File: src/rtl/alu_pkg.sv
// Shared ALUOP encodings and iterative-ALU state encoding for iterative_alu
// and other arithmetic_controller consumers.
package alu_pkg;

  typedef enum logic [3:0] {
    ALU_SLL  = 4'b0000,
    ALU_SRA  = 4'b0001,
    ALU_SRL  = 4'b0010,
    ALU_MUL  = 4'b0011,
    ALU_ADD  = 4'b0101,
    ALU_SUB  = 4'b0110,
    ALU_AND  = 4'b0111,
    ALU_OR   = 4'b1000,
    ALU_XOR  = 4'b1001,
    ALU_SLT  = 4'b1011,
    ALU_SLTU = 4'b1100
  } alu_op_e;

  typedef enum logic [1:0] {
    ST_IDLE,
    ST_BUSY,
    ST_DONE
  } alu_state_e;

  function automatic logic is_shift(input logic [3:0] op);
    return (op == ALU_SLL) || (op == ALU_SRA) || (op == ALU_SRL);
  endfunction

endpackage

File: src/rtl/iterative_alu_if.sv
// Request/response bundle between the arithmetic controller (master) and
// iterative_alu (slave).
interface iterative_alu_if #(
  parameter int WIDTH = 32
);
  logic             in_valid;
  logic             in_ready;
  logic [3:0]       ALUOP;
  logic [WIDTH-1:0] A;
  logic [WIDTH-1:0] B;
  logic             out_valid;
  logic             out_ready;
  logic [WIDTH-1:0] Result;
  logic             Equal;
  logic             Zero;

  modport master (
    output in_valid, ALUOP, A, B, out_ready,
    input  in_ready, out_valid, Result, Equal, Zero
  );

  modport slave (
    input  in_valid, ALUOP, A, B, out_ready,
    output in_ready, out_valid, Result, Equal, Zero
  );
endinterface

File: src/rtl/alu_comb_ops.sv
// Single-cycle ALU operations (pure combinational). Shift codes pass A through
// as the starting value for the iterative shifter; ITERATIVE_ALU_MUL_EN selects MUL.
module alu_comb_ops
  import alu_pkg::*;
#(
  parameter int WIDTH = 32
) (
  input  logic [3:0]       op,
  input  logic [WIDTH-1:0] a,
  input  logic [WIDTH-1:0] b,
  output logic [WIDTH-1:0] result
);

  always_comb begin
    result = a + b;
    case (op)
      ALU_SLL, ALU_SRA, ALU_SRL: result = a;
      ALU_ADD:  result = a + b;
      ALU_SUB:  result = a - b;
      ALU_AND:  result = a & b;
      ALU_OR:   result = a | b;
      ALU_XOR:  result = a ^ b;
      ALU_SLT:  result = {{(WIDTH-1){1'b0}}, ($signed(a) < $signed(b))};
      ALU_SLTU: result = {{(WIDTH-1){1'b0}}, (a < b)};
`ifdef ITERATIVE_ALU_MUL_EN
      // Multiply accumulates from zero in the iterative datapath.
      ALU_MUL:  result = '0;
`endif
      default:  result = a + b;
    endcase
  end

endmodule

File: src/rtl/iterative_alu.sv
// Iterative ALU: single-edge logic/arithmetic ops, one-bit-per-edge shifts, and
// an optional shift-add multiplier enabled by `define ITERATIVE_ALU_MUL_EN.
module iterative_alu
  import alu_pkg::*;
#(
  parameter int WIDTH   = 32,
  parameter int SHAMT_W = 5
) (
  input  logic           clk,
  input  logic           rst,
  iterative_alu_if.slave bus
);

  localparam int CNT_W = SHAMT_W + 1;

  alu_state_e       state;
  logic [3:0]       op_q;
  logic [CNT_W-1:0] cnt;
  logic [WIDTH-1:0] result_q;
  logic [WIDTH-1:0] comb_res;
  logic             equal_q;
  logic             in_ready_q;
  logic             out_valid_q;
  logic [SHAMT_W-1:0] shamt;
`ifdef ITERATIVE_ALU_MUL_EN
  logic [WIDTH-1:0] mcand;
  logic [WIDTH-1:0] mplier;
`endif

  assign shamt = bus.B[SHAMT_W-1:0];

  alu_comb_ops #(.WIDTH(WIDTH)) u_ops (
    .op     (bus.ALUOP),
    .a      (bus.A),
    .b      (bus.B),
    .result (comb_res)
  );

  always_ff @(posedge clk or posedge rst) begin
    if (rst) begin
      state       <= ST_IDLE;
      op_q        <= '0;
      cnt         <= '0;
      result_q    <= '0;
      equal_q     <= 1'b0;
      in_ready_q  <= 1'b1;
      out_valid_q <= 1'b0;
`ifdef ITERATIVE_ALU_MUL_EN
      mcand       <= '0;
      mplier      <= '0;
`endif
    end else begin
      case (state)
        ST_IDLE: begin
          if (bus.in_valid && in_ready_q) begin
            op_q     <= bus.ALUOP;
            equal_q  <= (bus.A == bus.B);
            result_q <= comb_res;
            cnt      <= {1'b0, shamt};
            if (is_shift(bus.ALUOP) && (shamt != '0)) begin
              state      <= ST_BUSY;
              in_ready_q <= 1'b0;
            end
`ifdef ITERATIVE_ALU_MUL_EN
            else if (bus.ALUOP == ALU_MUL) begin
              cnt        <= CNT_W'(WIDTH);
              mcand      <= bus.A;
              mplier     <= bus.B;
              state      <= ST_BUSY;
              in_ready_q <= 1'b0;
            end
`endif
            else begin
              state       <= ST_DONE;
              in_ready_q  <= 1'b0;
              out_valid_q <= 1'b1;
            end
          end
        end
        ST_BUSY: begin
          cnt <= cnt - 1'b1;
          // Result itself is the shift register, so intermediate values show
          // on Result while out_valid is low.
          case (op_q)
            ALU_SLL: result_q <= result_q << 1;
            ALU_SRL: result_q <= result_q >> 1;
            ALU_SRA: result_q <= {result_q[WIDTH-1], result_q[WIDTH-1:1]};
            default: begin
`ifdef ITERATIVE_ALU_MUL_EN
              if (mplier[0]) result_q <= result_q + mcand;
              mcand  <= mcand << 1;
              mplier <= mplier >> 1;
`endif
            end
          endcase
          if (cnt == CNT_W'(1)) begin
            state       <= ST_DONE;
            out_valid_q <= 1'b1;
          end
        end
        ST_DONE: begin
          if (bus.out_ready) begin
            state       <= ST_IDLE;
            out_valid_q <= 1'b0;
            in_ready_q  <= 1'b1;
          end
        end
        default: begin
          state       <= ST_IDLE;
          out_valid_q <= 1'b0;
          in_ready_q  <= 1'b1;
        end
      endcase
    end
  end

  assign bus.in_ready  = in_ready_q;
  assign bus.out_valid = out_valid_q;
  assign bus.Result    = result_q;
  assign bus.Equal     = equal_q;
  assign bus.Zero      = (result_q == '0);

endmodule

File: src/flat_wrapper.sv
// flat-port wrapper written by rule: the top's interface ports become plain ports
module iterative_alu_flat import alu_pkg::*;
#(
  parameter int WIDTH   = 32,
  parameter int SHAMT_W = 5
)
  (clk, rst, bus_in_valid, bus_ALUOP, bus_A, bus_B, bus_out_ready, bus_in_ready, bus_out_valid, bus_Result, bus_Equal, bus_Zero);
  iterative_alu_if #(.WIDTH(WIDTH)) bus_i ();
  input  logic clk;
  input  logic rst;
  input wire logic [$bits(bus_i.in_valid)-1:0] bus_in_valid;
  input wire logic [$bits(bus_i.ALUOP)-1:0] bus_ALUOP;
  input wire logic [$bits(bus_i.A)-1:0] bus_A;
  input wire logic [$bits(bus_i.B)-1:0] bus_B;
  input wire logic [$bits(bus_i.out_ready)-1:0] bus_out_ready;
  output wire logic [$bits(bus_i.in_ready)-1:0] bus_in_ready;
  output wire logic [$bits(bus_i.out_valid)-1:0] bus_out_valid;
  output wire logic [$bits(bus_i.Result)-1:0] bus_Result;
  output wire logic [$bits(bus_i.Equal)-1:0] bus_Equal;
  output wire logic [$bits(bus_i.Zero)-1:0] bus_Zero;
  assign bus_i.in_valid = bus_in_valid;
  assign bus_i.ALUOP = bus_ALUOP;
  assign bus_i.A = bus_A;
  assign bus_i.B = bus_B;
  assign bus_i.out_ready = bus_out_ready;
  assign bus_in_ready = bus_i.in_ready;
  assign bus_out_valid = bus_i.out_valid;
  assign bus_Result = bus_i.Result;
  assign bus_Equal = bus_i.Equal;
  assign bus_Zero = bus_i.Zero;
  iterative_alu #(.WIDTH(WIDTH), .SHAMT_W(SHAMT_W)) u_core (.clk(clk), .rst(rst), .bus(bus_i));
endmodule
File: config.mk
export PLATFORM = sky130hd
export DESIGN_NAME = iterative_alu_flat
export DESIGN_NICKNAME = d
export VERILOG_FILES = /design/src/rtl/alu_pkg.sv /design/src/rtl/iterative_alu_if.sv /design/src/rtl/alu_comb_ops.sv /design/src/rtl/iterative_alu.sv /design/src/flat_wrapper.sv
export SDC_FILE = /design/constraint.sdc
export NUM_CORES = 1
export LEC_CHECK = 0
export ABC_AREA = 1
export CAP_MARGIN = 20
export CORE_ASPECT_RATIO = 1.25
export CORE_MARGIN = 2
export CORE_UTILIZATION = 25
export CTS_BUF_LIST = sky130_fd_sc_hd__clkbuf_4
export CTS_CLUSTER_SIZE = 8
export DETAILED_ROUTE_END_ITERATION = 7
export HOLD_SLACK_MARGIN = 0.1
export PLACE_DENSITY_LB_ADDON = 0.3
export SLEW_MARGIN = 20
export SYNTH_ARGS = -nofsm -noshare
export SYNTH_HDL_FRONTEND = slang
export SYNTH_HIERARCHICAL = 1
export SYNTH_SLANG_ARGS = --single-unit
File: constraint.sdc
create_clock -name clk -period 1.8 [get_ports clk]
set_input_delay 0.36 -clock clk [delete_from_list [all_inputs] [get_ports clk]]
set_output_delay 0.36 -clock clk [all_outputs]
set_load 0.02 [all_outputs]
==> metrics <==
Fmax achieved=~0.49 GHz; first-pass GRT wire length=approximately 70000 µm; filler cell count=around 3800; Least-Margin Pin Slew=around 0.44 ns; maximum VDD drop=0.584 mV; TritonCTS Buffers=5; Max Cap Violations=0; Mapped Area=between 9000 and 10000 µm²; drt first-iter violations=between 900 and 1000; pins over their slew limit=0; Req. time, crit path=1.44 ns; kind of critical path=flip-flop to primary output; final hold violations=0; Mapped Nets=between 1500 and 2000; Routed WL per cell=about 17 µm; crit-path most repeated cell=buf_4; layout net count=between 2000 and 2500; root buf cell=clkbuf_4; Top Ports=108; Cell Area, Placed=15100 µm²; CP max FO=2; Synth top area share=17.3%; Cells after Synth=1711; fin cells=roughly 2800; period utilisation layout=114%; ys async rst share=100%; total global routing overflow=0; Startpoint Class=flip-flop; outcome=finished with violations; Setup crit end kind=primary output; Power per Cell Area=between 700 and 800 nW/µm²; Core ar.=between 30000 and 40000 µm²; number of global-route vias before repair=roughly 13000; unrepaired setup endpoints after global routing=yes; Rel. slew slack=a little over two thirds; initial antenna violation count=2; # port buffers=between 100 and 150; EDFF count, synth=0; largest net degree at the start of global routing=48; Cell Rows=81; CTS tree=done; crit-path cells=nor4_2 > buf_4 > nand4_1 > nor2_1 > buf_4; drt first pass iters=7; Initial Util=around 25%; Routed Antenna Nets=0; worst min path class=input port to asynchronous set/reset pin; Final setup viols=29; Top FF cell, synth=dfrtp_1; worst skew pair latency=0.39 ns; DRC=0; WL final=roughly 48000 µm; die height=around 230 µm; synthesized flop and latch total=47; R2R Setup Slk=roughly 0.13 ns; R2R depth=9; CP peak stage delay=roughly 0.42 ns; vias per cell=~5; Hold Buf Count CTS=0; post-route setup slack=-0.248 ns; Synth Area per Inst=about 5.8 µm²; worst slack, placed=-1.30 ns; clock tree buffer depth=2; CTS H-tree depth=2; total global-route track usage=21.8%; failing checks=negative setup slack; Yosys cell types=49; Reg-to-Reg End=u_core/bus.Equal; placed cell count=2634; gpl congestion=slightly below 1; cell area after layout=approximately 19000 µm²; crit path DAT=between 1.5 and 2 ns; Seq/Total Area, Yosys=a little under an eighth; skew final=0.0108 ns; YS warnings=6; synth-to-layout area growth=94.1%; layout cell share with drive strength beyond 1=62.3%; most frequent cells in the layout=buf_4 (403), nand2_1 (228), inv_1 (176); Power, Total=0.0143 W; area leader, netlist=nand2_1; most common library cell in the layout ignoring fill and taps=buf_4; Detailed Place HPWL=37100 µm; r2r startpoint=u_core/bus.in_ready; via count=approximately 13000; slowest stage cell, crit path=dfrtp_1; Die Wd=~180 µm; Reg clk slew, reported paths=between 0.1 and 0.15 ns; P_leak=9.46 nW; Die ar.=slightly above 40000 µm²; clk sinks=47; minimum clock period=2.05 ns; Hold WS=approximately 0.31 ns; top post-synthesis cells by area=nand2_1 (17%), ha_1 (12%), inv_1 (12%)
==> logic make-up after synthesis <==
| kind of cell | count (synthesis) | synth area share, % |
|---|---|---|
| buffers and inverters | 382 | 16.6 |
| adder cells (fa/ha/maj) | 100 | 12.8 |
| AO/OA/AOI/OAI | 287 | 17.7 |
| AND/OR/NAND/NOR | 856 | 37.6 |
| flip-flops | 47 | 11.9 |
| XOR/XNOR | 39 | 3.44 |
==> cell usage after synthesis (3+ instances only) <==
cell       instances
ha_1              98
nor2_1           149
clkbuf_1           8
nor3_1            12
buf_12             3
a21oi_2           33
o2111ai_1          5
nor2_4             3
and2_1             3
nor4_1             9
inv_1            311
o21ai_0           57
o211ai_1          20
a21oi_1          111
o21bai_1           8
or2_2             21
inv_2              6
buf_2             30
buf_6             12
buf_4              6
nand3b_1           3
o221ai_1           4
nor3_2             3
nand4_1           15
o22ai_1           23
xor2_1            19
nor2_2            36
dfrtp_1           46
a211oi_1          19
nand3_1          135
o21ai_1            3
nand2_1          456
xnor2_1           20
nand2_2            3
==> routing by layer <==
layer | vias to the layer above | routed length [µm] | track usage (%)
met1 | 6334 | 19400 | 26.4
met5 | - | 16 | 0
li1 | 6551 | - | -
met2 | 475 | 24100 | 39.4
met3 | 110 | 2510 | 2.33
met4 | 2 | 1950 | 8.53
==> worst max path at each step <==
| stage | from | to | slack [ns] |
|---|---|---|---|
| detailed placement | bus_A[21] | u_core/bus.Result[0] | -1.30 |
| global route | u_core/bus.Result[23] | bus_Zero | -0.33 |
| CTS | u_core/bus.Result[20] | bus_Zero | -0.23 |
| finish | u_core/bus.Result[23] | bus_Zero | -0.25 |
| global placement | bus_A[21] | u_core/bus.Result[0] | -1.29 |
| floorplan | bus_A[0] | u_core/bus.Result[0] | -0.20 |
==> flip-flops by register name (all words and copies together), names as in the netlist <==
register              flops
u_core/bus.in_ready       1
u_core/bus.Result        32
u_core/state              2
u_core/bus.out_valid      1
u_core/cnt                6
u_core/bus.Equal          1
u_core/op_q               4
==> critical path: cells and delay by family, from the launching register on <==
family	cells	cell delay [ns]
simple gates	3	0.56
buf+inv	2	0.31
flops	1	0.42
==> per-stage QoR <==
stage / utilization (%) / TNS (ns)
2_1_floorplan: - / -1.78
3_3_place_gp: 38.7 / -34.26
3_5_place_dp: 38.7 / -34.81
4_1_cts: 44.4 / -2.71
5_1_grt: 49.2 / -4.52
6_report: 49.2 / -2.58
==> cell type report <==
class                           count  area [µm²]  share of cell area (%)
Tap cell                          498         623                    3.24
Timing Repair Buffer              615        5330                    27.7
Sequential cell                    47        1180                    6.11
Antenna cell                        1        2.50                  0.0130
Multi-Input combinational cell   1282       10700                    55.6
Inverter                          320        1360                    7.04
Clock buffer                        8        60.1                   0.312
==> where the power goes <==
group / internal [W] / leakage [nW] / switching, W / total, W
clock network: 0.000202 / 0.0368 / 0.000360 / 0.000562
logic: 0.00512 / 8.88 / 0.00667 / 0.0118
registers: 0.00161 / 0.544 / 0.000345 / 0.00196
total: 0.00693 / 9.46 / 0.00738 / 0.0143
==> repair_timing <==
item,4_1_cts,5_1_grt
setup endpoints to repair,66,33
resized for setup,739,464
setup buffers,74,68
gates cloned,0,0
pin swaps,264,340
Note: power is estimated with default switching activity, not from simulation.
